## src/rtl/ic_lshr_uge_skolem_seq.sv

```systemverilog
// Sequential Skolem-witness solver for (x >>u s) >=u t (MODE 0) or (s >>u x) >=u t (MODE 1).
// A bit-serial MSB-first comparison of the reference value v against t decides invertibility.
module ic_lshr_uge_skolem_seq #(
   parameter int W    = 4,
   parameter int MODE = 0
) (
   input  logic         clk,
   input  logic         rst,
   input  logic         in_valid,
   output logic         in_ready,
   input  logic [W-1:0] s,
   input  logic [W-1:0] t,
   output logic         out_valid,
   input  logic         out_ready,
   output logic [W-1:0] x,
   output logic         sat,
   output logic         busy
);

   localparam int IW = $clog2(W);
   localparam logic [IW-1:0] IDX_TOP = IW'(W - 1);

   typedef enum logic [1:0] {IDLE, LOAD, CMP, DONE} state_t;

   state_t        state, state_nxt;
   logic [W-1:0]  s_lat, t_lat, v;
   logic [IW-1:0] idx;
   logic          gt, lt;
   logic          accept;

   // Largest value reachable by the shift expression over all x; v >=u t decides sat.
   function automatic logic [W-1:0] ref_value(input logic [W-1:0] sv);
      if (MODE == 0) begin
         ref_value = (sv >= W'(W)) ? '0 : ({W{1'b1}} >> sv);
      end else begin
         ref_value = sv;
      end
   endfunction

   // MODE 0: x = all-ones maximises x >> s; MODE 1: x = 0 leaves s unshifted.
   function automatic logic [W-1:0] witness(input logic ok);
      witness = (ok && (MODE == 0)) ? '1 : '0;
   endfunction

   assign accept = in_valid & in_ready;

   always_ff @(posedge clk or posedge rst) begin
      if (rst) begin
         state <= IDLE;
      end else begin
         state <= state_nxt;
      end
   end

   always_comb begin
      state_nxt = state;
      case (state)
         IDLE:    if (accept) state_nxt = LOAD;
         LOAD:    state_nxt = CMP;
         CMP:     if (idx == '0) state_nxt = DONE;
         DONE:    if (out_valid && out_ready) state_nxt = IDLE;
         default: state_nxt = IDLE;
      endcase
   end

   always_comb begin
      in_ready = (state == IDLE);
      busy     = (state != IDLE);
   end

   always_ff @(posedge clk or posedge rst) begin
      if (rst) begin
         s_lat     <= '0;
         t_lat     <= '0;
         v         <= '0;
         idx       <= IDX_TOP;
         gt        <= 1'b0;
         lt        <= 1'b0;
         x         <= '0;
         sat       <= 1'b0;
         out_valid <= 1'b0;
      end else begin
         case (state)
            IDLE: begin
               if (accept) begin
                  s_lat <= s;
                  t_lat <= t;
               end
            end
            LOAD: begin
               v   <= ref_value(s_lat);
               idx <= IDX_TOP;
               gt  <= 1'b0;
               lt  <= 1'b0;
            end
            CMP: begin
               // First differing bit from the MSB settles the ordering; later bits are ignored.
               if (!gt && !lt) begin
                  if (v[idx] && !t_lat[idx]) gt <= 1'b1;
                  if (!v[idx] && t_lat[idx]) lt <= 1'b1;
               end
               idx <= idx - IW'(1);
            end
            DONE: begin
               // First DONE cycle registers the verdict; it is then held until consumed.
               if (!out_valid) begin
                  sat       <= ~lt;
                  x         <= witness(~lt);
                  out_valid <= 1'b1;
               end else if (out_ready) begin
                  out_valid <= 1'b0;
                  idx       <= IDX_TOP;
               end
            end
            default: begin
               out_valid <= 1'b0;
            end
         endcase
      end
   end

endmodule
```

## config.mk

```make
export PLATFORM = sky130hd
export DESIGN_NAME = ic_lshr_uge_skolem_seq
export DESIGN_NICKNAME = d
export VERILOG_FILES = /design/src/rtl/ic_lshr_uge_skolem_seq.sv
export SDC_FILE = /design/constraint.sdc
export NUM_CORES = 1
export LEC_CHECK = 0
export ABC_AREA = 1
export CORE_MARGIN = 2
export CORE_UTILIZATION = 40
export CTS_BUF_LIST = sky130_fd_sc_hd__clkbuf_4 sky130_fd_sc_hd__clkbuf_8
export CTS_CLUSTER_SIZE = 8
export DETAILED_ROUTE_END_ITERATION = 12
export HOLD_SLACK_MARGIN = 0.06
export PLACE_DENSITY_LB_ADDON = 0.25
export SLEW_MARGIN = 40
export SYNTH_ARGS = -nofsm -noshare
export SYNTH_HDL_FRONTEND = slang
export SYNTH_SLANG_ARGS = --single-unit
```

## constraint.sdc

```tcl
create_clock -name clk -period 1.8 [get_ports clk]
set_input_delay 0.18 -clock clk [delete_from_list [all_inputs] [get_ports clk]]
set_output_delay 0.18 -clock clk [all_outputs]
set_load 0.01 [all_outputs]
```

==> results.md, run 1 <==
| Group | Item | Reported |
|:---|:---|:---|
| outcome | Status | complete, no violations |
| clock network | TritonCTS clock tree | built |
| power | Pwr/cell area | 1710 nW/um^2 |
| cells and area | Number of nets in the final layout | 159 |
| critical path | Startpoint class of the critical path | flop |
| power | Switching portion of total power | 0.407 |
| cells and area | Post-synthesis to final-layout area growth | 24.7% |
| power | Fraction of power consumed by the clock network | 0.121 |
| placed design | Placer's final routability congestion estimate | 0.839 |
| run | Number of max-capacitance violations reported | 0 |
| yosys | Number of cells produced by synthesis | 119 |
| critical path | Endpoint kind of the worst setup timing path | output pin |
| grt | Aggregate global-route resource usage | 0.148 |
| timing | F_max | 675 MHz |
| critical path | Destination of the critical timing path | x[3] |
| floorplanning | Top Ports | 20 |
| floorplanning | Starting Density | 0.420 |
| timing | Total count of max-transition violations in the final report | 0 |
| critical path | Cell depth of the worst flop-to-flop path | 4 |
| floorplanning | Die boundary width | 55.0 um |
| placed design | Pre-CTS setup slack | 259 ps |
| route | Iteration count of the initial detailed-routing pass | 4 |
| route | Wirelength per Cell | 10.9 um |
| clock network | Later-pin clock latency in the skew report | 310 ps |
| critical path | Cell with the biggest individual delay on the critical path | sky130_fd_sc_hd__clkdlybuf4s50_1 |
| route | DRC | 0 |
| timing | Maximum clock skew at final layout | 4.37 ps |
| route | Vias | 827 |
| grt | Number of antenna violations at the first check in global routing | 0 |
| clock network | Clock sink total | 20 |
| critical path | CP Depth | 1 |
| critical path | Register-to-register setup slack | 320 ps |
| yosys | FFs w/ async S/R, synth | 1.00 |
| route | Via-per-instance ratio | 4.86 |
| timing | Rel. slew slack | 0.719 |
| cells and area | Antenna diode instance count | 0 |
| grt | Aggregate global routing overflow | 0 |
| cells and area | Number of fill cells in the layout | 248 |
| timing | Final worst path period share | 0.823 |
| floorplanning | Cell row count | 18 |
| timing | Fin. Hold Viols | 0 |
| cells and area | Fraction of layout cells with a size suffix above 1 | 0.107 |
| cells and area | Final Util | 0.523 |
| timing | Transition time at the pin with the least slew margin | 420 ps |
| grt | Vias in the first global route | 724 |
| critical path | Crit Reg-Reg Endpoint | s_lat[3] |
| clock network | Root buffer selected by CTS | sky130_fd_sc_hd__clkbuf_4 |
| yosys | Net count of the mapped netlist | 137 |
| placed design | Number of port buffers | 19 |
| yosys | Synthesis warning total | 0 |
| critical path | Critical path launch point | x[2] |
| yosys | Post-Syn Area per Cell | 8.74 um^2 |
| yosys | Sequential element share of the synthesized area | 0.484 |
| clock network | Cts bufs inserted | 3 |
| critical path | Worst reg2reg startpoint | state[0] |
| timing | Number of endpoints failing setup at the final stage | 0 |
| grt | Pin count of the biggest net entering global routing | 21 |
| yosys | Top flip-flop cell by instance count after synthesis | sky130_fd_sc_hd__dfrtp_1 |
| critical path | Maximum single-stage delay on the critical path | 560 ps |
| clock network | CTS Buffer Depth | 2 |
| power | Internal power component | 1.31 mW |
| yosys | Number of enable flip-flop cells after synthesis | 0 |
| timing | Setup tns final | 0 ps |
| critical path | Data arrival time of the critical path | 1300 ps |
| grt | Wire length of the first global-routing pass | 3090 um |
| power | Sw power | 901 uW |
| yosys | Post-synthesis sequential element count | 20 |
| worst hold path | Min-delay worst type | input pin to asynchronous set/reset pin |
| clock network | Reg clk slew, reported paths | 110 ps |
| route | Total Routed Length | 1860 um |
| placed design | Detailed-placement wirelength estimate | 1400 um |
| clock network | Depth of the CTS H-tree | 1 |
| timing | Final Worst Setup Slack | 318 ps |
| floorplanning | Full die area | 3020 um^2 |
| floorplanning | Vertical die dimension | 55.0 um |
| critical path | Buffering stage count on the worst path with inverters included | 1 |
| power | Static Leakage | 0.665 nW |
| power | Maximum VDD drop | 0.000890 V |
| critical path | Crit path max fanout | 6 |
| critical path | Data required, critical path | 1620 ps |
| yosys | Netlist cell types | 23 |
| yosys | Combined area of all synthesized cells | 1040 um^2 |
| route | Antenna Nets Post-Route | 0 |
| timing | Min cycle time layout | 1480 ps |
| floorplanning | Area of the core | 2480 um^2 |
| critical path | Critical setup path kind | flop to output pin |
| power | Combinational share of power | 0.499 |
| critical path | Chain of cells forming the critical path | clkdlybuf4s50_1 |
| route | Iteration-0 DRC count of the detailed router | 10 |
| power | Fraction of power consumed by sequential logic | 0.380 |
| timing | Unrepaired setup endpoints after global routing | false |
| critical path | Crit path max-delay family | buffers and inverters |
-- cell families after synthesis --
group | count (synthesis) | synth area share
and+or+nand+nor | 50 | 0.208
buffers and inverters | 20 | 0.0903
DFF | 20 | 0.484
AOI/OAI and AO/OA | 18 | 0.0915
adders and majority gates | 6 | 0.0722
muxes | 5 | 0.0541
-- state kept, by name (all words and copies together), names as in the netlist --
register / cells
gt: 1
idx: 2
lt: 1
out_valid: 1
s_lat: 4
state: 2
t_lat: 4
v: 4
x: 1
-- what timing repair did --
item	in CTS	in global routing
hold buffers	0	0
endpoints found under the setup margin	1	2
cloned	0	0
buffers inserted	2	0
gates resized for setup	0	2
-- layout by cell type (no fill, tap or decap) --
cell,instances
sky130_fd_sc_hd__inv_4,1
sky130_fd_sc_hd__o21ai_0,6
sky130_fd_sc_hd__nor2_1,5
sky130_fd_sc_hd__dlymetal6s2s_1,2
sky130_fd_sc_hd__a21oi_1,6
sky130_fd_sc_hd__nand3_1,9
sky130_fd_sc_hd__nand2_1,30
sky130_fd_sc_hd__clkbuf_8,1
sky130_fd_sc_hd__nand3_2,1
sky130_fd_sc_hd__buf_4,3
sky130_fd_sc_hd__clkbuf_4,3
sky130_fd_sc_hd__dfstp_2,2
sky130_fd_sc_hd__dfrtp_1,18
sky130_fd_sc_hd__inv_2,2
sky130_fd_sc_hd__o22ai_1,1
sky130_fd_sc_hd__mux2_1,5
sky130_fd_sc_hd__a31oi_1,1
sky130_fd_sc_hd__o21ai_1,3
sky130_fd_sc_hd__a21o_1,1
sky130_fd_sc_hd__or2_0,1
sky130_fd_sc_hd__nor3_1,1
sky130_fd_sc_hd__nand2_2,2
sky130_fd_sc_hd__or2_1,1
sky130_fd_sc_hd__ha_1,6
sky130_fd_sc_hd__inv_1,12
sky130_fd_sc_hd__clkdlybuf4s50_1,17
-- worst min-delay path by stage --
stage,start,cells past startpoint,to
after CTS,rst,3,s_lat[3]
after detailed placement,v[1],1,v[1]
after global placement,v[1],1,v[1]
after floorplan,rst,1,gt
after global routing,rst,3,state[0]
final,rst,3,s_lat[3]
-- layout make-up --
cell class | count | area, um^2 | area share
clock buffer | 4 | 36.3 | 0.0280
sequential | 20 | 503 | 0.388
inverter | 15 | 58.8 | 0.0454
multi-input combinational | 79 | 443 | 0.342
timing repair buffer | 22 | 218 | 0.168
tap | 30 | 37.5 | 0.0290
-- Yosys cell counts (2+ instances only) --
| library cell | number | area [um^2] |
|---|---|---|
| sky130_fd_sc_hd__a21oi_1 | 6 | 30.0 |
| sky130_fd_sc_hd__buf_4 | 4 | 30.0 |
| sky130_fd_sc_hd__dfrtp_1 | 18 | 450 |
| sky130_fd_sc_hd__dfstp_2 | 2 | 52.6 |
| sky130_fd_sc_hd__ha_1 | 6 | 75.1 |
| sky130_fd_sc_hd__inv_1 | 12 | 45.0 |
| sky130_fd_sc_hd__inv_2 | 2 | 7.51 |
| sky130_fd_sc_hd__mux2_1 | 5 | 56.3 |
| sky130_fd_sc_hd__nand2_1 | 30 | 113 |
| sky130_fd_sc_hd__nand2_2 | 2 | 12.5 |
| sky130_fd_sc_hd__nand3_1 | 9 | 45.0 |
| sky130_fd_sc_hd__nor2_1 | 5 | 18.8 |
| sky130_fd_sc_hd__o21ai_0 | 6 | 30.0 |
| sky130_fd_sc_hd__o21ai_1 | 3 | 15.0 |
-- power by group through the flow --
| stage | Clock (mW) | Combinational, mW | Sequential [mW] |
|---|---|---|---|
| after detailed placement | 0 | 1.06 | 0.866 |
| after global placement | 0 | 1.04 | 0.854 |
| final | 0.268 | 1.10 | 0.843 |
| after global routing | 0.300 | 1.27 | 0.876 |
| after floorplan | 0 | 0.778 | 0.833 |
| after CTS | 0.280 | 1.11 | 0.842 |
-- stage by stage --
| stage | hold WS, ps | area (um^2) | instances | total power, mW |
|---|---|---|---|---|
| CTS | 176 | 1290 | 170 | 2.24 |
| floorplan | 142 | 1040 | 119 | 1.61 |
| finish | 173 | 1300 | 170 | 2.22 |
| detailed placement | 470 | 1240 | 164 | 1.93 |
| global route | 205 | 1300 | 170 | 2.45 |
| global placement | 467 | 1240 | 164 | 1.89 |
-- routing by layer --
metal | routed length (um) | part of all wire | track usage | up-vias
met5 | 0 | 0 | 0 | -
met4 | 33 | 0.018 | 0.0854 | 0
met3 | 56 | 0.030 | 0.0161 | 4
met2 | 905 | 0.49 | 0.246 | 17
met1 | 866 | 0.47 | 0.187 | 382
li1 | - | - | - | 424
(Power assumes the default switching activity.)
==> run 2, diff against run 1 <==
==> constraint.sdc (replaced) <==
create_clock -name clk -period 1.4 [get_ports clk]
set_input_delay 0.14 -clock clk [delete_from_list [all_inputs] [get_ports clk]]
set_output_delay 0.14 -clock clk [all_outputs]
set_load 0.01 [all_outputs]
==> results.md, run 2 (same netlist as run 1, synthesis figures left out) <==
| Group | Item | Reported |
|:---|:---|:---|
| power | Fraction of power consumed by sequential logic | 0.352 |
| cells and area | Storage cell area | 503 um^2 |
| placed design | Post-place instance area | 1300 um^2 |
| critical path | Maximum single-stage delay on the critical path | 400 ps |
| grt | Vias in the first global route | 868 |
| worst hold path | Min-delay worst type | input pin to asynchronous set/reset pin |
| route | Iteration count of the initial detailed-routing pass | 4 |
| critical path | Critical setup path kind | flop to output pin |
| timing | Rel. slew slack | 0.761 |
| floorplanning | Area of the core | 2480 um^2 |
| timing | Minimum hold slack | 116 ps |
| critical path | Cell depth of the worst flop-to-flop path | 6 |
| grt | Pin count of the biggest net entering global routing | 13 |
| timing | Total count of max-transition violations in the final report | 0 |
| floorplanning | Top Ports | 20 |
| route | DRC | 0 |
| floorplanning | Full die area | 3020 um^2 |
| power | Total power consumption of the routed design | 2.98 mW |
| grt | Aggregate global routing overflow | 0 |
| cells and area | Antenna diode instance count | 0 |
| timing | Setup tns final | 0 ps |
| timing | Min cycle time layout | 1350 ps |
| route | Total Routed Length | 2040 um |
| power | Combinational share of power | 0.562 |
| power | Switching portion of total power | 0.403 |
| power | Fraction of power consumed by the clock network | 0.086 |
| placed design | Number of placed instances, taps included | 172 |
| power | Internal power component | 1.78 mW |
| clock network | TritonCTS clock tree | built |
| critical path | Crit Reg-Reg Endpoint | state[0] |
| critical path | Startpoint class of the critical path | flop |
| placed design | Placer's final routability congestion estimate | 0.861 |
| timing | Transition time at the pin with the least slew margin | 358 ps |
| critical path | Destination of the critical timing path | in_ready |
| route | Antenna Nets Post-Route | 0 |
| clock network | Later-pin clock latency in the skew report | 290 ps |
| timing | Fin. Hold Viols | 0 |
| route | Vias | 862 |
| critical path | Endpoint kind of the worst setup timing path | output pin |
| cells and area | Final Instance Count excl. Fillers | 179 |
| clock network | Clock sink total | 20 |
| cells and area | Number of nets in the final layout | 169 |
| run | Number of max-capacitance violations reported | 0 |
| critical path | Crit path max fanout | 3 |
| floorplanning | Starting Density | 0.420 |
| route | Iteration-0 DRC count of the detailed router | 12 |
| placed design | Pre-CTS setup slack | -17.2 ps |
| clock network | Reg clk slew, reported paths | 100 ps |
| clock network | CTS Buffer Depth | 2 |
| power | Sw power | 1.20 mW |
| critical path | Register-to-register setup slack | 70 ps |
| clock network | Depth of the CTS H-tree | 1 |
| grt | Number of antenna violations at the first check in global routing | 0 |
| cells and area | Summed area of non-filler cells in the final layout | 1370 um^2 |
| critical path | Worst reg2reg startpoint | idx[0] |
| critical path | Data required, critical path | 1260 ps |
| timing | F_max | 743 MHz |
| grt | Wire length of the first global-routing pass | 3510 um |
| timing | Final Worst Setup Slack | 53.2 ps |
| placed design | Number of port buffers | 19 |
| timing | Maximum clock skew at final layout | 0.622 ps |
| cells and area | Most common cell after layout, fill and taps aside | sky130_fd_sc_hd__nand2_1 |
| cells and area | Final Util | 0.554 |
| floorplanning | Die boundary width | 55.0 um |
| grt | Aggregate global-route resource usage | 0.164 |
| cells and area | Number of fill cells in the layout | 232 |
| floorplanning | Vertical die dimension | 55.0 um |
| placed design | Detailed-placement wirelength estimate | 1600 um |
| cells and area | Fraction of layout cells with a size suffix above 1 | 0.208 |
| floorplanning | Cell row count | 18 |
| clock network | Root buffer selected by CTS | sky130_fd_sc_hd__clkbuf_4 |
| route | Wirelength per Cell | 11.4 um |
| cells and area | Top flop regs | s_lat x4, t_lat x4, v x4 |
| cells and area | Combined area of the multi-input logic cells | 464 um^2 |
| cells and area | Commonest cells after routing, fill and taps aside | 29 x sky130_fd_sc_hd__nand2_1, 18 x sky130_fd_sc_hd__dfrtp_1, 13 x sky130_fd_sc_hd__buf_4 |
| critical path | Chain of cells forming the critical path | inv_2, ha_4, dlygate4sd2_1 |
| timing | Number of endpoints failing setup at the final stage | 0 |
| power | Static Leakage | 0.696 nW |
| route | Via-per-instance ratio | 4.82 |
| outcome | Status | complete, no violations |
| cells and area | Post-synthesis to final-layout area growth | 32.0% |
| timing | Final worst path period share | 0.962 |
| critical path | Critical path launch point | state[0] |
| critical path | Cell with the biggest individual delay on the critical path | sky130_fd_sc_hd__dfrtp_1 |
| power | Maximum VDD drop | 0.00135 V |
| critical path | Data arrival time of the critical path | 1210 ps |
| power | Pwr/cell area | 2170 nW/um^2 |
| clock network | Cts bufs inserted | 3 |
==> run 2: worst min path at each step <==
stage | start | end | slack [ps]
final | rst | state[0] | 120
after global routing | rst | state[0] | 120
after global placement | rst | state[1] | 420
after floorplan | rst | gt | 100
after CTS | rst | state[1] | 120
after detailed placement | rst | state[1] | 440
==> run 2: power groups by stage <==
stage               registers, mW  logic, mW  clock network [mW]
floorplan                    1.07       1.01                   0
global placement             1.05       1.54                   0
detailed placement           1.06       1.60                   0
CTS                          1.05       1.61               0.276
global route                 1.08       1.92               0.294
finish                       1.05       1.67               0.258
==> run 2: layer usage <==
metal | wire [um] | up-vias | share of wire | global-route usage
li1 | - | 440 | - | -
met1 | 869 | 406 | 0.43 | 0.179
met2 | 1080 | 12 | 0.53 | 0.298
met3 | 63 | 4 | 0.031 | 0.0323
met4 | 30 | 0 | 0.015 | 0.0854
met5 | 0 | - | 0 | 0
==> run 2: critical path, delay by kind of cell, from the launching register on <==
family	cells	cell delay [ps]
flip-flops	1	400
adder cells (fa/ha/maj)	1	150
buffers and inverters	2	370
==> run 2: what timing repair did <==
action | 4_1_cts | 5_1_grt
pin swaps | 0 | 3
hold buffers | 0 | 0
buffers inserted | 2 | 2
setup endpoints to repair | 13 | 16
resized for setup | 8 | 9
==> run 2: layout make-up <==
| class | count | share of cell area |
|---|---|---|
| clock buffers | 3 | 0.0164 |
| inverters | 15 | 0.0428 |
| multi-input cells | 79 | 0.338 |
| flip-flops and latches | 20 | 0.366 |
| well taps | 30 | 0.0273 |
| repair buffers | 32 | 0.209 |
==> run 3, diff against run 2 <==
--- a/config.mk
+++ b/config.mk
@@ -12,6 +12,7 @@
 export CTS_CLUSTER_SIZE = 8
 export DETAILED_ROUTE_END_ITERATION = 12
 export HOLD_SLACK_MARGIN = 0.06
+export MAX_ROUTING_LAYER = met4
 export PLACE_DENSITY_LB_ADDON = 0.25
 export SLEW_MARGIN = 40
 export SYNTH_ARGS = -nofsm -noshare
==> results.md, run 3 (same netlist as run 1, synthesis figures left out) <==
| Group | Item | Reported |
|:---|:---|:---|
| outcome | Status | complete, no violations |
| cells and area | Post-synthesis to final-layout area growth | 32.0% |
| power | Sw power | 1.20 mW |
| critical path | Endpoint kind of the worst setup timing path | output pin |
| grt | Aggregate global routing overflow | 0 |
| timing | Setup tns final | 0 ps |
| clock network | Number of hold buffers added after CTS | 0 |
| critical path | Critical setup path kind | flop to output pin |
| grt | Wire length of the first global-routing pass | 3510 um |
| cells and area | Final Util | 0.554 |
| critical path | Maximum single-stage delay on the critical path | 400 ps |
| power | Combinational share of power | 0.562 |
| cells and area | Summed area of non-filler cells in the final layout | 1370 um^2 |
| critical path | Cell with the biggest individual delay on the critical path | sky130_fd_sc_hd__dfrtp_1 |
| timing | Fin. Hold Viols | 0 |
| critical path | Startpoint class of the critical path | flop |
| power | Static Leakage | 0.696 nW |
| critical path | Data required, critical path | 1260 ps |
| timing | Rel. slew slack | 0.762 |
| grt | Vias in the first global route | 868 |
| power | Internal power component | 1.78 mW |
| power | Fraction of power consumed by the clock network | 0.087 |
| floorplanning | Starting Density | 0.420 |
| route | DRC | 0 |
| floorplanning | Cell row count | 18 |
| run | Number of max-capacitance violations reported | 0 |
| timing | Transition time at the pin with the least slew margin | 357 ps |
| floorplanning | Top Ports | 20 |
| route | Iteration-0 DRC count of the detailed router | 12 |
| placed design | Post-place instance area | 1300 um^2 |
| route | Vias | 865 |
| critical path | Crit path max-delay family | flip-flops |
| cells and area | Commonest cells after routing, fill and taps aside | 29 x sky130_fd_sc_hd__nand2_1, 18 x sky130_fd_sc_hd__dfrtp_1, 13 x sky130_fd_sc_hd__buf_4 |
| power | Pwr/cell area | 2170 nW/um^2 |
| placed design | Placer's final routability congestion estimate | 0.874 |
| cells and area | Most common cell after layout, fill and taps aside | sky130_fd_sc_hd__nand2_1 |
| grt | Aggregate global-route resource usage | 0.168 |
| floorplanning | Vertical die dimension | 55.0 um |
| clock network | Depth of the CTS H-tree | 1 |
| cells and area | Fraction of layout cells with a size suffix above 1 | 0.208 |
| power | Switching portion of total power | 0.404 |
| floorplanning | Die boundary width | 55.0 um |
| placed design | Detailed-placement wirelength estimate | 1600 um |
| clock network | TritonCTS clock tree | built |
| route | Total Routed Length | 2040 um |
| floorplanning | Full die area | 3020 um^2 |
| grt | Number of antenna violations at the first check in global routing | 0 |
| clock network | Clock sink total | 20 |
| critical path | Crit path max fanout | 3 |
| clock network | Reg clk slew, reported paths | 100 ps |
| route | Via-per-instance ratio | 4.83 |
| placed design | Pre-CTS setup slack | -17.2 ps |
| worst hold path | Min-delay worst type | input pin to asynchronous set/reset pin |
| cells and area | Antenna diode instance count | 0 |
| route | Wirelength per Cell | 11.4 um |
| power | Maximum VDD drop | 0.00135 V |
| timing | Min cycle time layout | 1350 ps |
| timing | Maximum clock skew at final layout | 0.591 ps |
| route | Antenna Nets Post-Route | 0 |
| timing | Total count of max-transition violations in the final report | 0 |
| timing | F_max | 742 MHz |
| clock network | Root buffer selected by CTS | sky130_fd_sc_hd__clkbuf_4 |
| critical path | Buffering stage count on the worst path with inverters included | 2 |
| cells and area | Final Instance Count excl. Fillers | 179 |
| power | Fraction of power consumed by sequential logic | 0.352 |
| timing | Minimum hold slack | 115 ps |
| critical path | Data arrival time of the critical path | 1210 ps |
| placed design | Number of placed instances, taps included | 172 |
| clock network | Later-pin clock latency in the skew report | 290 ps |
| timing | Final Worst Setup Slack | 52.9 ps |
| floorplanning | Area of the core | 2480 um^2 |
| grt | Pin count of the biggest net entering global routing | 13 |
| timing | Final worst path period share | 0.962 |
| critical path | Chain of cells forming the critical path | inv_2, ha_4, dlygate4sd2_1 |
| placed design | Number of port buffers | 19 |
| route | Iteration count of the initial detailed-routing pass | 4 |
| clock network | Cts bufs inserted | 3 |
| power | Total power consumption of the routed design | 2.98 mW |
| cells and area | Top flop regs | s_lat x4, t_lat x4, v x4 |
| clock network | CTS Buffer Depth | 2 |
| cells and area | Number of nets in the final layout | 169 |
| timing | Number of endpoints failing setup at the final stage | 0 |
[run 3: path summary, 6_finish.rpt]
check | from | end | slack [ps] | depth (start not counted)
max in group asynchronous | rst | t_lat[2] | 800 | 3
min in group clk | t[2] | t_lat[2] | 420 | 3
max reg2reg | idx[0] | state[0] | 70 | 6
max | state[0] | in_ready | 50 | 3
min reg2reg | v[1] | v[1] | 490 | 1
min | rst | state[0] | 120 | 2
[run 3: power by group through the flow]
| stage | clock, mW | sequential, mW | combinational, mW |
|---|---|---|---|
| after floorplan | 0 | 1.07 | 1.01 |
| after global placement | 0 | 1.05 | 1.54 |
| after detailed placement | 0 | 1.06 | 1.60 |
| after CTS | 0.276 | 1.05 | 1.61 |
| after global routing | 0.294 | 1.09 | 1.92 |
| final | 0.258 | 1.05 | 1.68 |
[run 3: what timing repair did]
| item | in CTS | in global routing |
|---|---|---|
| setup buffers | 2 | 2 |
| endpoints found under the hold margin | 0 | 0 |
| resized for setup | 8 | 9 |
| pin swaps | 0 | 3 |
| gates cloned | 0 | 0 |
| setup endpoints to repair | 13 | 16 |
[run 3: per-layer routing]
layer / up-vias / share of wire / global-route usage / wire [um]
li1: 441 / - / - / -
met2: 12 / 0.53 / 0.298 / 1080
met3: 4 / 0.031 / 0.0323 / 63
met4: 0 / 0.015 / 0.0854 / 30
met5: - / 0 / - / 0
met1: 408 / 0.43 / 0.179 / 872
[run 3: final cells by class]
cell class	count	area, um^2
clock buffer	3	22.5
tap	30	37.5
multi-input combinational	79	464
fill	232	1100
timing repair buffer	32	287
inverter	15	58.8
sequential	20	503
[run 3: worst reg2reg max path: cells and delay by family (launching register included)]
family	cells	cell delay [ps]
buffers and inverters	1	30
adders and majority gates	1	190
DFF	1	570
AOI/OAI and AO/OA	1	80
and+or+nand+nor	3	390
